## src/rtl/router_pkg.sv

```systemverilog
// Shared packet type, wire-format constants and byte-select helper for the router port.
// Optional ROUTER_PORT_STATS_EN build adds packet counters in router_port.
package router_pkg;
   localparam int PKT_BYTES = 4;
   localparam int BYTE_W    = 8;

   typedef struct packed {
      logic [3:0]  src_id;
      logic [3:0]  dest_id;
      logic [23:0] data;
   } pkt_t;

   typedef enum logic {RX_IDLE, RX_RECV} rx_state_t;
   typedef enum logic {TX_IDLE, TX_SEND} tx_state_t;

   // Byte idx of the wire format: 0 = {src,dest}, 3 = data[7:0].
   function automatic logic [BYTE_W-1:0] pkt_byte(input pkt_t p, input logic [1:0] idx);
      logic [PKT_BYTES*BYTE_W-1:0] w;
      w = p;
      case (idx)
         2'd0:    return w[31:24];
         2'd1:    return w[23:16];
         2'd2:    return w[15:8];
         default: return w[7:0];
      endcase
   endfunction
endpackage

```

## src/rtl/pkt_fifo.sv

```systemverilog
// Received-packet FIFO; power-of-two depth so pointers wrap naturally.
module pkt_fifo
   import router_pkg::*;
#(
   parameter int DEPTH = 2,
   localparam int AW = $clog2(DEPTH)
) (
   input  logic        clk,
   input  logic        rst,
   input  logic        push,
   input  pkt_t        din,
   input  logic        pop,
   output pkt_t        dout,
   output logic        full,
   output logic        empty,
   output logic [AW:0] count
);
   pkt_t          mem [DEPTH];
   logic [AW-1:0] rd_ptr, wr_ptr;
   logic          do_push, do_pop;

   assign full    = (count == (AW+1)'(DEPTH));
   assign empty   = (count == '0);
   assign do_pop  = pop && !empty;
   // A push into a full FIFO is only taken when a pop frees the slot the same cycle.
   assign do_push = push && (!full || do_pop);
   assign dout    = empty ? pkt_t'('0) : mem[rd_ptr];

   always_ff @(posedge clk) begin
      if (do_push) mem[wr_ptr] <= din;
   end

   always_ff @(posedge clk or posedge rst) begin
      if (rst) begin
         rd_ptr <= '0;
         wr_ptr <= '0;
         count  <= '0;
      end else begin
         if (do_push) wr_ptr <= wr_ptr + 1'b1;
         if (do_pop)  rd_ptr <= rd_ptr + 1'b1;
         case ({do_push, do_pop})
            2'b10:   count <= count + 1'b1;
            2'b01:   count <= count - 1'b1;
            default: count <= count;
         endcase
      end
   end
endmodule

```

## src/rtl/router_port.sv

```systemverilog
// Endpoint-side router port: byte-serial RX assembly into a FIFO, TX serialisation.
// Define ROUTER_PORT_STATS_EN to add rx_count/tx_count packet counters.
module router_port
   import router_pkg::*;
#(
   parameter int RX_DEPTH = 2
) (
   input  logic       clk,
   input  logic       rst,
   output logic       free_outbound,
   input  logic       put_outbound,
   input  logic [7:0] payload_outbound,
   input  logic       free_inbound,
   output logic       put_inbound,
   output logic [7:0] payload_inbound,
   output pkt_t       rx_pkt,
   output logic       rx_valid,
   input  logic       rx_ready,
   input  pkt_t       tx_pkt,
   input  logic       tx_valid,
   output logic       tx_ready
`ifdef ROUTER_PORT_STATS_EN
   ,
   output logic [7:0] rx_count,
   output logic [7:0] tx_count
`endif
);
   localparam int CW = $clog2(RX_DEPTH);

   logic        up;
   rx_state_t   rx_state, rx_next;
   logic [1:0]  rx_idx;
   logic [31:0] rx_asm;
   logic        rx_push, rx_accept, rx_space;
   logic        fifo_full, fifo_empty;
   logic [CW:0] fifo_count;

   tx_state_t   tx_state, tx_next;
   logic [1:0]  tx_idx;
   pkt_t        tx_buf;
   logic        tx_accept, tx_last;

   // Holds the handshakes low until the first edge after reset releases.
   always_ff @(posedge clk or posedge rst) begin
      if (rst) up <= 1'b0;
      else     up <= 1'b1;
   end

   // A packet waiting to be pushed already owns a slot.
   assign rx_space      = !fifo_full && !(rx_push && fifo_count == (CW+1)'(RX_DEPTH-1));
   assign free_outbound = up && (rx_state == RX_IDLE) && rx_space;
   assign rx_accept     = free_outbound && put_outbound;

   always_comb begin
      rx_next = rx_state;
      case (rx_state)
         RX_IDLE: if (rx_accept) rx_next = RX_RECV;
         RX_RECV: if (rx_idx == 2'd3) rx_next = RX_IDLE;
         default: rx_next = RX_IDLE;
      endcase
   end

   always_ff @(posedge clk or posedge rst) begin
      if (rst) begin
         rx_state <= RX_IDLE;
         rx_idx   <= '0;
         rx_asm   <= '0;
         rx_push  <= 1'b0;
      end else begin
         rx_state <= rx_next;
         rx_push  <= (rx_state == RX_RECV) && (rx_idx == 2'd3);
         if (rx_accept) begin
            rx_asm <= {24'h0, payload_outbound};
            rx_idx <= 2'd1;
         end else if (rx_state == RX_RECV) begin
            rx_asm <= {rx_asm[23:0], payload_outbound};
            rx_idx <= rx_idx + 1'b1;
         end
      end
   end

   pkt_fifo #(.DEPTH(RX_DEPTH)) u_fifo (
      .clk   (clk),
      .rst   (rst),
      .push  (rx_push),
      .din   (pkt_t'(rx_asm)),
      .pop   (rx_ready),
      .dout  (rx_pkt),
      .full  (fifo_full),
      .empty (fifo_empty),
      .count (fifo_count)
   );

   assign rx_valid = !fifo_empty;

   assign tx_ready  = up && (tx_state == TX_IDLE) && free_inbound;
   assign tx_accept = tx_valid && tx_ready;
   assign tx_last   = (tx_state == TX_SEND) && (tx_idx == 2'd3);

   always_comb begin
      tx_next = tx_state;
      case (tx_state)
         TX_IDLE: if (tx_accept) tx_next = TX_SEND;
         TX_SEND: if (tx_idx == 2'd3) tx_next = TX_IDLE;
         default: tx_next = TX_IDLE;
      endcase
   end

   // free_inbound is not looked at once SEND starts.
   always_ff @(posedge clk or posedge rst) begin
      if (rst) begin
         tx_state <= TX_IDLE;
         tx_idx   <= '0;
         tx_buf   <= '0;
      end else begin
         tx_state <= tx_next;
         if (tx_accept) begin
            tx_buf <= tx_pkt;
            tx_idx <= '0;
         end else if (tx_state == TX_SEND) begin
            tx_idx <= tx_idx + 1'b1;
         end
      end
   end

   assign put_inbound     = (tx_state == TX_SEND) && (tx_idx == 2'd0);
   assign payload_inbound = (tx_state == TX_SEND) ? pkt_byte(tx_buf, tx_idx) : 8'h00;

`ifdef ROUTER_PORT_STATS_EN
   always_ff @(posedge clk or posedge rst) begin
      if (rst) begin
         rx_count <= '0;
         tx_count <= '0;
      end else begin
         if (rx_push) rx_count <= rx_count + 1'b1;
         if (tx_last) tx_count <= tx_count + 1'b1;
      end
   end
`endif
endmodule

```

## config.mk

```make
export PLATFORM = sky130hd
export DESIGN_NAME = router_port
export DESIGN_NICKNAME = d
export VERILOG_FILES = /design/src/rtl/router_pkg.sv /design/src/rtl/pkt_fifo.sv /design/src/rtl/router_port.sv
export SDC_FILE = /design/constraint.sdc
export NUM_CORES = 1
export LEC_CHECK = 0
export CAP_MARGIN = 25
export CORE_MARGIN = 1.5
export CORE_UTILIZATION = 49
export DETAILED_ROUTE_END_ITERATION = 7
export GPL_TIMING_DRIVEN = 0
export PLACE_DENSITY_LB_ADDON = 0.2
export SYNTH_ARGS = -nofsm -noshare
export SYNTH_HDL_FRONTEND = slang
export SYNTH_SLANG_ARGS = --single-unit
```

## constraint.sdc

```tcl
create_clock -name clk -period 2.7 [get_ports clk]
set_input_delay 0.54 -clock clk [delete_from_list [all_inputs] [get_ports clk]]
set_output_delay 0.54 -clock clk [all_outputs]
set_load 0.005 [all_outputs]
```

After elaboration in Yosys (flattened, before gate mapping)
Memories as Yosys holds them, arrays and structs flattened.
Cells that the tools add are included.
{ "totals": {"word_cells": 69, "mem_count": 1, "inputBits": 46, "output_inout_bits": 44, "latch_bits": 0, "register_bits": 76, "romBits": 0, "mem_bits_rw": 64} }
{ "mem_list": {"columns": ["memory", "depth", "width", "read_ports", "rd_clocked_by_memory_dff", "wr", "line", "text"], "rows": [
  ["u_fifo.mem", 2, 32, 1, 0, 1, "pkt_fifo.sv:18", "pkt_t mem [DEPTH];"]
]} }
{ "op_classes": {"multipliers": 0, "add_sub_neg": 6, "bitwise_logic": 2, "div": 0, "n_lt_le_gt_ge": 0, "shift": 0, "eq_ne": 8, "reduce_logical": 21, "n_mux": 18} }
{ "op_table": {"columns": ["cell", "n"], "rows": [
  ["32-bit two-way mux", 3],
  ["8-bit one-hot mux with 3 select lines", 1],
  ["1-bit logical AND", 12],
  ["2-bit == test (second input constant)", 5],
  ["2-bit two-way mux", 4],
  ["8-bit two-way mux", 1],
  ["2-bit by 1-bit adder with 2-bit output (second input constant)", 3],
  ["2-bit by 1-bit == test with 1-bit output (second input constant)", 3],
  ["1-bit two-way mux", 6],
  ["2-bit nonzero test", 3],
  ["2-bit zero test", 2],
  ["1-bit one-hot mux with 2 select lines", 2],
  ["2-bit one-hot mux with 2 select lines", 1],
  ["1-bit zero test", 3],
  ["1-bit adder (second input constant)", 2],
  ["1-bit inverter", 2],
  ["2-bit by 1-bit subtractor with 2-bit output (second input constant)", 1],
  ["1-bit logical OR", 1]
]} }

Depth between registers and ports, before layout
Gate-level depths: netlist of run 1.
{ "depth": {"depth_word": 8, "depth_mapped": 8, "ltp_nobuf": 7} }

Cells and area by module
From an unflattened synthesis of run 1, not the netlist that was laid out.
{ "hier_totals": {"hier_cells": 393, "area_unflattened_um2": 5733.0} }
{ "by_module_without_submodules": {"columns": ["module", "seq_area_each_um2", "n_inst", "area_each_um2", "cells_each"], "rows": [
  ["router_port", 1801.7, 1, 3104.2, 233],
  ["pkt_fifo", 2021.9, 1, 2628.8, 160]
]} }

Least setup slack after synthesis of run 1
No wires, ideal clock.
{ "synth_timing": {"kind": "register to register", "from": "register u_fifo.count[0]", "to": "memory u_fifo.mem[0][0] (netlist bit), enable pin", "synth_period_minus_slack_ps": 2879, "required_time_ps": 2279, "n_path_buf": 1, "path_stages_with_launch": 7, "t_arrival_ps": 2458, "setup_slack_ps": -179, "path_cell_list": "dfrtp_1 -> inv_1 -> ha_1 -> buf_2 -> nor2b_1 -> o21ai_2 -> nor2_1"} }
{ "synth_between": {"elab_chain_len": 7, "word_cells_on_any_way": 9, "cone_classes": "1 x eq/ne; 2 x mux; 6 x reduce/logical"} }
{ "synth_rtl": {"columns": ["element", "line", "text"], "rows": [
  ["start: declaration", "pkt_fifo.sv:16", "output logic [AW:0] count"],
  ["start signal: assignment", "pkt_fifo.sv:42", "2'b10: count <= count + 1'b1;"],
  ["start signal: assignment", "pkt_fifo.sv:43", "2'b01: count <= count - 1'b1;"],
  ["start signal: assignment", "pkt_fifo.sv:44", "default: count <= count;"],
  ["2-bit zero test", "pkt_fifo.sv:23", "assign empty = (count == '0);"],
  ["1-bit zero test", "pkt_fifo.sv:24", "assign do_pop = pop && !empty;"],
  ["1-bit logical AND", "pkt_fifo.sv:24", null],
  ["named net u_fifo.do_pop", "pkt_fifo.sv:20", "logic do_push, do_pop;"],
  ["1-bit logical OR", "pkt_fifo.sv:26", "assign do_push = push && (!full || do_pop);"],
  ["1-bit logical AND", "pkt_fifo.sv:26", null],
  ["1-bit two-way mux", "pkt_fifo.sv:30", "if (do_push) mem[wr_ptr] <= din;"],
  ["1-bit two-way mux (implied by the code)", "pkt_fifo.sv:30", null],
  ["end: declaration", "pkt_fifo.sv:18", null]
]} }
The timed path passes the listed nets, and every way through them passes these cells.

Worst setup path after layout of run 1
{ "layout_timing": {"from": "register tx_idx[1]", "to": "output port payload_inbound[4]"} }
{ "layout_between": {"elab_chain_len": 3, "word_cells_on_any_way": 5, "cone_classes": "2 x eq/ne; 2 x mux; 1 x reduce/logical"} }
{ "layout_rtl": {"columns": ["element", "line", "text"], "rows": [
  ["start: declaration", "router_port.sv:39", "logic [1:0] tx_idx;"],
  ["start signal: assignment", "router_port.sv:121", "tx_idx <= tx_idx + 1'b1;"],
  ["2-bit == test, or another cell as far along", "router_pkg.sv:20", "case (idx)"],
  ["8-bit one-hot mux with 3 select lines (*)", "router_pkg.sv:20", null],
  ["8-bit two-way mux (*)", "router_port.sv:127", "assign payload_inbound = (tx_state == TX_SEND) ? pkt_byte(tx_buf, tx_idx) : 8'h00;"],
  ["end: declaration", "router_port.sv:15", "output logic [7:0] payload_inbound,"]
]} }
Every way passes the cells marked *; elsewhere a longest branch is shown, timed or not.

==> out/results.txt, run 1 <==
1st-pass router iterations: 5
Sequential area share after synthesis: 64.8%
Avg Inst Size Synth: 14.1 µm²
Final #Nets: 588
Gr ovfl total: 0
1st-iter DRT viols: 232
# DRC: 0
Largest net degree at the start of global routing: 49
Reg-to-Reg Start: u_fifo.count[0]
First-pass GRT wire length: 19200 µm
Placed cells: 654
Final hold vios: 0
Layout cell share with drive strength beyond 1: 23.5%
Row cnt: 39
Pwr Total: 9020 µW
Critical Path Max Stage Delay: 0.46 ns
Count of state elements after synthesis: 140
Fillers: 839
Syn. warnings: 0
Post-Syn Area: 0.00590 mm²
Die ar.: 0.0127 mm²
HP Class: input port to async pin
Storage element area: 0.00383 mm²
Post-route cell area: 0.00770 mm²
Final setup fails: 0
Maximum fanout along the worst path: 8
Top Family by Delay on Critical Path: compound AO/OA/AOI/OAI gates
Layout Utilization: 66.6%
CP Capture Type: primary output
DR vias: 3630
Hold WS: 0.469 ns
Die Span Y: 113 µm
Clk slew on worst S/H paths: 0.06 ns
Synth unique cells: 32
Crit path cell chain: inv_2 -> ha_4 -> a222oi_1 -> a21oi_1 -> clkdlybuf4s50_1
Number of diodes: 0
CTS root buf: clkbuf_16
Footprint of the multi-input gates: 0.00191 mm²
Global Route Usage Sum: 19.8%
Final slew viol count: 0
Area Growth Syn to Fin: 30.6%
Syn nets: 475
Maximum vdd drop: 0.000524 V
Slowest-stage cell, CP: clkdlybuf4s50_1
Drt wl/cell: 17.0 µm
Final ANT Viol Nets: 0
Final wirelength: 11700 µm
Most frequent cells in the layout: clkdlybuf4s50_1 (85), dfrtp_1 (74), edfxtp_1 (64), mux2_2 (39), mux2i_1 (33)
Final Wtd Congestion: 0.787
Initial antenna violation count: 0
Critical path buffer and inverter count: 2
Req. time, crit path: 2.16 ns
CP Launch Type: register
CTS tree: done
# IOs: 90
Max Cap Viol: 0
Power Density: 1170 mW/mm²
H-tree levels: 4
Port Buf Inserts: 89
Status: completed
Max Clock Skew: 0.00931 ns
Num CTS Buffers: 17
Worst skew pair latency: 0.41 ns
Crit path launch: tx_idx[1]
Placeable Area: 0.0116 mm²
Dpl hpwl: 8020 µm
Max Root-Sink Buffers: 2
Crit Path Category: register to primary output
Achievable Freq: 376 MHz
Sink Count: 140
Crit path time final: 2.66 ns
Leading cell type in the layout, fill and taps excluded: clkdlybuf4s50_1
Leak Pwr: 0.00317 µW
Part of the cycle the worst path needs: 98.6%
Die width: 113 µm
WP data arrival: 2.12 ns
Syn Inst Count: 419
Placed cell areas: 0.00706 mm²
Post-DR vias/cell: 5.28
Layout Cells excl Fill: 687
Starting Density: 51.0%
Vias in the first global route: 3828
## routing by layer
metal | vias up | GRT usage (%) | share of wire, %
met2 | 106 | 33.7 | 51
met1 | 1805 | 25.1 | 43
li1 | 1706 | - | -
met3 | 13 | 4.45 | 5.3
met4 | 0 | 7.00 | 0.94
met5 | - | 0 | 0
## registers in the layout, summed over array words and instances (netlist names)
signal,count
u_fifo.rd_ptr,1
u_fifo.wr_ptr,1
tx_idx,2
rx_push,1
up,1
rx_idx,2
u_fifo.count,2
rx_state,1
rx_asm,32
u_fifo.mem,64
tx_buf,32
tx_state,1
## area by class of cell
cell class              count  share of cell area, %
multi-input cells         244                   24.8
repair buffers             97                   13.1
clock buffers              21                   5.72
inverters                  10                  0.520
flip-flops and latches    140                   49.7
well taps                 143                   2.32
clock inverters            10                   1.30
plain buffers              22                   2.57
## final timing paths
| kind | to | slack (ns) | cells after the start |
|---|---|---|---|
| max in group asynchronous | tx_idx[1] | 1.66 | 3 |
| min in group clk | u_fifo.mem[1][27] | 0.48 | 0 |
| min reg2reg | u_fifo.mem[1][27] | 0.48 | 0 |
| max reg2reg | u_fifo.mem[1][16] | 0.40 | 7 |
| min | up | 0.47 | 2 |
| max | payload_inbound[4] | 0.04 | 5 |
## logic make-up after synthesis
family	after synthesis	share of synthesized area (%)
compound gates	56	7.04
buf+inv	35	3.75
fa+ha+maj	10	2.12
simple gates	100	8.33
flops	140	64.8
xor+xnor	4	0.594
mux	73	13.3
other cells	1	0.0636
## metrics by stage
| stage | setup WS, ns | setup TNS (ns) |
|---|---|---|
| final | 0.0381 | 0 |
| after global placement | -1.39 | -171.60 |
| after global routing | -0.00507 | -0.00821 |
| after floorplan | -0.179 | -11.43 |
| after detailed placement | 0.168 | 0 |
| after CTS | -0.00568 | -0.00568 |
## cell usage after synthesis
| cell | instances | area, µm² |
|---|---|---|
| a21oi_1 | 9 | 45.0 |
| a222oi_1 | 8 | 80.1 |
| a31oi_4 | 1 | 21.3 |
| and2_1 | 3 | 18.8 |
| and3_1 | 1 | 6.26 |
| and3_2 | 1 | 7.51 |
| and3b_1 | 1 | 8.76 |
| buf_12 | 2 | 40.0 |
| buf_2 | 4 | 20.0 |
| buf_4 | 4 | 30.0 |
| buf_6 | 1 | 11.3 |
| clkbuf_1 | 11 | 41.3 |
| clkbuf_8 | 3 | 41.3 |
| conb_1 | 1 | 3.75 |
| dfrtp_1 | 76 | 1900 |
| edfxtp_1 | 64 | 1920 |
| ha_1 | 10 | 125 |
| inv_1 | 10 | 37.5 |
| mux2_2 | 39 | 439 |
| mux2_4 | 1 | 15.0 |
| mux2i_1 | 33 | 330 |
| nand2_1 | 29 | 109 |
| nand2b_1 | 25 | 156 |
| nand3_1 | 2 | 10.0 |
| nand4b_4 | 1 | 23.8 |
| nor2_1 | 35 | 131 |
| nor2b_1 | 1 | 6.26 |
| nor2b_4 | 1 | 13.8 |
| o21ai_0 | 17 | 85.1 |
| o21ai_2 | 21 | 184 |
| xnor2_1 | 3 | 26.3 |
| xor2_1 | 1 | 8.76 |
## power breakdown
| group | leakage (µW) | total, µW | internal, µW | switching [µW] |
|---|---|---|---|---|
| Clock | 0.000265 | 2150 | 1340 | 812 |
| Combinational | 0.00139 | 3300 | 1800 | 1500 |
| Sequential | 0.00151 | 3570 | 3090 | 479 |
## repair_timing
item                       in CTS  in global routing
resized for setup              17                 12
pin swaps                       2                  7
buffers inserted                2                  3
hold buffers                    0                  0
setup endpoints to repair      39                 30
Power figures use the tool's default switching activity.
==> run 2: changes to the inputs <==
--- a/config.mk
+++ b/config.mk
@@ -8,9 +8,11 @@
 export CAP_MARGIN = 25
 export CORE_MARGIN = 1.5
 export CORE_UTILIZATION = 49
+export CTS_CLUSTER_DIAMETER = 40
 export DETAILED_ROUTE_END_ITERATION = 7
 export GPL_TIMING_DRIVEN = 0
 export PLACE_DENSITY_LB_ADDON = 0.2
+export SKIP_LAST_GASP = 1
 export SYNTH_ARGS = -nofsm -noshare
 export SYNTH_HDL_FRONTEND = slang
 export SYNTH_SLANG_ARGS = --single-unit
==> out/results.txt, run 2 (synthesis gave the netlist of run 1 again) <==
Dpl hpwl: 8020 µm (unchanged)
1st-pass router iterations: 4 (was 5)
Number of flip-flops in the largest register: 64 (unchanged)
Crit path time final: 2.66 ns (about the same)
Final #Nets: 588 (unchanged)
Leak Pwr: 0.00317 µW (about the same)
Layout cell share with drive strength beyond 1: 23.7% (was 23.5%)
Final wirelength: 11700 µm (about the same)
Reg-to-Reg Start: u_fifo.count[0] (unchanged)
Max Root-Sink Buffers: 2 (unchanged)
Max Cap Viol: 0 (unchanged)
Crit path cell chain: inv_2 -> ha_4 -> a222oi_1 -> a21oi_1 -> clkdlybuf4s50_1 (unchanged)
Max Clock Skew: 0.00988 ns (was 0.00931 ns)
Worst skew pair latency: 0.41 ns (about the same)
Final hold vios: 0 (unchanged)
Row cnt: 39 (unchanged)
CP Capture Type: primary output (unchanged)
Sink Count: 140 (unchanged)
WP data arrival: 2.12 ns (about the same)
CTS root buf: clkbuf_16 (unchanged)
Final Wtd Congestion: 0.787 (unchanged)
Final ANT Viol Nets: 0 (unchanged)
Num CTS Buffers: 17 (unchanged)
Setup TNS: 0 ns (unchanged)
Largest regs: u_fifo.mem: 64 flops, rx_asm: 32 flops, tx_buf: 32 flops (unchanged)
Number of diodes: 0 (unchanged)
Achievable Freq: 376 MHz (about the same)
Top reg by flops: u_fifo.mem (unchanged)
HP Class: input port to async pin (unchanged)
# IOs: 90 (unchanged)
Placeable Area: 0.0116 mm² (unchanged)
Initial antenna violation count: 0 (unchanged)
Largest net degree at the start of global routing: 49 (unchanged)
Die width: 113 µm (unchanged)
End of the worst register-to-register path: u_fifo.mem[1][16] (unchanged)
Vias in the first global route: 3823 (was 3828)
1st-iter DRT viols: 213 (was 232)
Die Span Y: 113 µm (unchanged)
Maximum fanout along the worst path: 8 (unchanged)
Crit Path Category: register to primary output (unchanged)
Maximum vdd drop: 0.000523 V (was 0.000524 V)
Post-DR vias/cell: 5.29 (was 5.28)
Status: completed (unchanged)
R2r worst-path depth: 7 (unchanged)
Crit path launch: tx_idx[1] (unchanged)
Most frequent cells in the layout: clkdlybuf4s50_1 (85), dfrtp_1 (74), edfxtp_1 (64), mux2_2 (39), mux2i_1 (33) (unchanged)
Gr ovfl total: 0 (unchanged)
Req. time, crit path: 2.16 ns (about the same)
Port Buf Inserts: 89 (unchanged)
Die ar.: 0.0127 mm² (unchanged)
H-tree levels: 4 (unchanged)
First-pass GRT wire length: 19200 µm (about the same)
Slowest-stage cell, CP: clkdlybuf4s50_1 (unchanged)
Clk slew on worst S/H paths: 0.06 ns (about the same)
Leading cell type in the layout, fill and taps excluded: clkdlybuf4s50_1 (unchanged)
CTS tree: done (unchanged)
Final slew viol count: 0 (unchanged)
CP Launch Type: register (unchanged)
Area Growth Syn to Fin: 30.5% (was 30.6%)
Critical Path Max Stage Delay: 0.46 ns (about the same)
Part of the cycle the worst path needs: 98.4% (was 98.6%)
Power Density: 1170 mW/mm² (about the same)
Starting Density: 51.0% (unchanged)
# hold bufs at CTS: 0 (unchanged)
Drt wl/cell: 17.0 µm (about the same)
Global Route Usage Sum: 19.8% (about the same)
R2r setup slk: 0.41 ns (was 0.40 ns)
DR vias: 3632 (was 3630)
Critical Path End: payload_inbound[4] (unchanged)
# DRC: 0 (unchanged)
Final setup fails: 0 (unchanged)
Pwr Total: 9010 µW (was 9020 µW)
==> run 2: changes by cell type in the layout (fill, tap and decap cells not counted), sizes merged <==
| cell | change |
|---|---|
| clkbuf | -1 |
| buf | +1 |
==> run 2: layout make-up <==
type,instances,area (µm²)
Tap cell,143,179
Clock inverter,10,100
Timing Repair Buffer,97,1010
Fill cell,840,3860
Inverter,10,40.0
Buffer,22,191
Multi-Input combinational cell,244,1910
Clock buffer,21,440
Sequential cell,140,3830
==> run 2: stage by stage <==
stage	util, %	std cells	worst slack (ns)	instance area, µm²	hold slack (ns)
finish	66.6	687	0.0423	7700	0.469
global route	66.6	687	-0.00507	7700	0.496
CTS	66.1	684	-0.0232	7650	0.473
detailed placement	61.1	654	0.168	7060	0.461
global placement	60.3	651	-1.39	6970	0.458
floorplan	-	419	-0.179	5900	0.443
==> run 2: power breakdown <==
group	switching, µW	total [µW]	internal [µW]
combinational	1500	3300	1790
clock	806	2140	1340
sequential	481	3570	3090
==> run 2: worst min path at each step <==
stage / end / slack [ns] / start / depth (start not counted)
floorplan: u_fifo.mem[0][24] / 0.44 / rx_asm[24] / 0
global placement: u_fifo.mem[0][27] / 0.46 / rx_asm[27] / 0
detailed placement: u_fifo.mem[1][27] / 0.46 / rx_asm[27] / 0
CTS: up / 0.47 / rst / 2
global route: up / 0.50 / rst / 2
finish: up / 0.47 / rst / 2
==> run 2: worst max-delay path, delay by kind of cell (launching register included) <==
family                   cells  cell delay (ns)
AO/OA/AOI/OAI                2             0.56
buffers and inverters        2             0.54
flip-flops                   1             0.42
adder cells (fa/ha/maj)      1             0.20
==> run 2: what timing repair did <==
action                                  4_1_cts  5_1_grt
endpoints found under the setup margin       39       34
gates resized for setup                      16       14
pin swaps                                     2        7
setup buffers                                 2        3
==> run 2: layer usage <==
metal | track usage (%) | part of all wire, % | vias to the layer above
li1 | - | - | 1709
met1 | 25.3 | 43 | 1819
met2 | 33.5 | 52 | 96
met3 | 4.45 | 5.0 | 8
met4 | 7.00 | 0.56 | 0
met5 | 0 | 0 | -
==> run 3: changes to the inputs <==
--- a/config.mk
+++ b/config.mk
@@ -10,7 +10,6 @@
 export CORE_UTILIZATION = 49
 export CTS_CLUSTER_DIAMETER = 40
 export DETAILED_ROUTE_END_ITERATION = 7
-export GPL_TIMING_DRIVEN = 0
 export PLACE_DENSITY_LB_ADDON = 0.2
 export SKIP_LAST_GASP = 1
 export SYNTH_ARGS = -nofsm -noshare
==> out/results.txt, run 3 (synthesis gave the netlist of run 1 again) <==
Final worst slack: 0.104 ns (was 0.0423 ns)
Layout cell share with drive strength beyond 1: 22.0% (was 23.7%)
Final #Nets: 566 (was 588)
DR vias: 3495 (was 3632)
Maximum fanout along the worst path: 8 (unchanged)
Part of the cycle the worst path needs: 96.2% (was 98.4%)
Final slew viol count: 0 (unchanged)
Die ar.: 0.0127 mm² (unchanged)
Crit path time final: 2.60 ns (was 2.66 ns)
Area Growth Syn to Fin: 28.5% (was 30.5%)
Layout Utilization: 65.6% (was 66.6%)
Slowest-stage cell, CP: clkdlybuf4s50_1 (unchanged)
Clk slew on worst S/H paths: 0.06 ns (about the same)
CP Launch Type: register (unchanged)
CTS tree: done (unchanged)
Global Route Usage Sum: 18.9% (was 19.8%)
Top reg by flops: u_fifo.mem (unchanged)
Crit Path Category: register to primary output (unchanged)
Achievable Freq: 385 MHz (was 376 MHz)
Pre-CTS setup slack: 0.369 ns (was 0.168 ns)
HP Class: register to register (was input port to async pin)
Top Family by Delay on Critical Path: buffers and inverters (was compound AO/OA/AOI/OAI gates)
Critical Path Max Stage Delay: 0.46 ns (about the same)
Maximum vdd drop: 0.000538 V (was 0.000523 V)
Number of diodes: 0 (unchanged)
Setup Buffers After CTS: 0 (was 2)
Port Buf Inserts: 89 (unchanged)
Row cnt: 39 (unchanged)
Max Root-Sink Buffers: 2 (unchanged)
Initial antenna violation count: 0 (unchanged)
Largest net degree at the start of global routing: 56 (was 49)
Leak Pwr: 0.00306 µW (was 0.00317 µW)
H-tree levels: 4 (unchanged)
CP Capture Type: primary output (unchanged)
Status: completed (unchanged)
1st-pass router iterations: 7 (was 4)
Drt wl/cell: 16.8 µm (was 17.0 µm)
Vias in the first global route: 3723 (was 3823)
Number of flip-flops in the largest register: 64 (unchanged)
Final ANT Viol Nets: 0 (unchanged)
Post-route cell area: 0.00758 mm² (was 0.00770 mm²)
Sink Count: 140 (unchanged)
Final Wtd Congestion: 0.753 (was 0.787)
Worst skew pair latency: 0.41 ns (about the same)
Num CTS Buffers: 17 (unchanged)
Placed cells: 634 (was 654)
Layout Cells excl Fill: 666 (was 687)
1st-iter DRT viols: 214 (was 213)
Die Span Y: 113 µm (unchanged)
Largest regs: u_fifo.mem: 64 flops, rx_asm: 32 flops, tx_buf: 32 flops (unchanged)
# IOs: 90 (unchanged)
Leading cell type in the layout, fill and taps excluded: clkdlybuf4s50_1 (unchanged)
RSZ-0062 raised after global routing: no
Gr ovfl total: 0 (unchanged)
Max Cap Viol: 0 (unchanged)
Final setup fails: 0 (unchanged)
WP data arrival: 2.06 ns (was 2.12 ns)
Max Clock Skew: 0.00753 ns (was 0.00988 ns)
# hold bufs at CTS: 0 (unchanged)
Fillers: 873 (was 840)
Final hold vios: 0 (unchanged)
Req. time, crit path: 2.16 ns (about the same)
Placeable Area: 0.0116 mm² (unchanged)
First-pass GRT wire length: 18300 µm (was 19200 µm)
Power Density: 1200 mW/mm² (was 1170 mW/mm²)
Dpl hpwl: 6990 µm (was 8020 µm)
Setup TNS: 0 ns (unchanged)
Critical path buffer and inverter count: 2 (unchanged)
Placed cell areas: 0.00690 mm² (was 0.00706 mm²)
Die width: 113 µm (unchanged)
CTS root buf: clkbuf_16 (unchanged)
Worst Tran Pin Value: 0.652 ns
# DRC: 0 (unchanged)
Starting Density: 51.0% (unchanged)
Post-DR vias/cell: 5.25 (was 5.29)
Final wirelength: 11200 µm (was 11700 µm)
Crit path cell chain: inv_2 -> ha_4 -> a222oi_1 -> a21oi_1 -> clkdlybuf4s50_1 (unchanged)
Worst slew margin: 56.5%
Most frequent cells in the layout: clkdlybuf4s50_1 (88), dfrtp_1 (73), edfxtp_1 (64), mux2_2 (39) (was clkdlybuf4s50_1 (85), dfrtp_1 (74), edfxtp_1 (64), mux2_2 (39), mux2i_1 (33))
-- run 3: cell types whose count changed in the layout (fill, tap and decap cells not counted), moves of 2 or more --
cell / previous run / this run
dlymetal6s2s_1: 3 / 1
bufinv_16: 2 / 4
buf_6: 2 / 0
clkbuf_1: 8 / 0
clkinvlp_4: 1 / 4
buf_4: 11 / 4
clkdlybuf4s50_1: 85 / 88
buf_16: 2 / 0
buf_2: 4 / 0
clkinv_2: 5 / 3
nor2_1: 31 / 33
nor2_4: 2 / 0
-- run 3: cell type report --
type	instances	area (µm²)	share of cell area [%]
flip-flops and latches	140	3830	50.5
multi-input cells	244	1900	25.0
repair buffers	97	1000	13.2
clock buffers	20	467	6.15
well taps	143	179	2.36
clock inverters	12	168	2.21
inverters	10	41.3	0.544
-- run 3: worst paths after layout --
kind | from | end | slack [ns] | depth (start not counted)
worst max-delay path | tx_idx[1] | payload_inbound[6] | 0.10 | 5
worst min-delay path | rx_asm[24] | u_fifo.mem[0][24] | 0.47 | 0
max in group asynchronous | rst | u_fifo.rd_ptr | 1.52 | 3
worst max register to register | u_fifo.count[0] | u_fifo.mem[1][10] | 0.63 | 7
worst min register to register | rx_asm[24] | u_fifo.mem[0][24] | 0.47 | 0
min in group asynchronous | rst | tx_buf[4] | 0.53 | 2
-- run 3: worst register-to-register path: stages (launching register included) --
cell and delay (ns):
dfrtp_1 0.38, inv_1 0.07, ha_1 0.19, buf_4 0.24
nor2b_1 0.33, o21ai_2 0.15, nor2_2 0.15, buf_12 0.23
-- run 3: stage by stage --
stage,total power (µW),hold WS (ns)
detailed placement,6610,0.460
finish,9090,0.474
global route,9610,0.498
floorplan,5350,0.443
CTS,9130,0.474
global placement,6510,0.454
-- run 3: layer usage --
metal | part of all wire (%) | wire, µm | vias up | GRT usage (%)
met5 | 0 | 0 | - | 0
met1 | 42 | 4710 | 1731 | 23.2
met4 | 1.8 | 196 | 0 | 8.19
met2 | 52 | 5760 | 86 | 32.2
met3 | 4.4 | 494 | 18 | 4.55
li1 | - | - | 1660 | -
-- run 3: repair_timing --
action,CTS,global route
gates cloned,0,0
endpoints found under the setup margin,8,8
pin swaps,2,3
resized for setup,3,10
-- run 3: where the power goes --
group | internal, µW | leakage (µW) | switching [µW]
clock | 1610 | 0.000299 | 838
sequential | 3090 | 0.00151 | 531
combinational | 1660 | 0.00125 | 1360
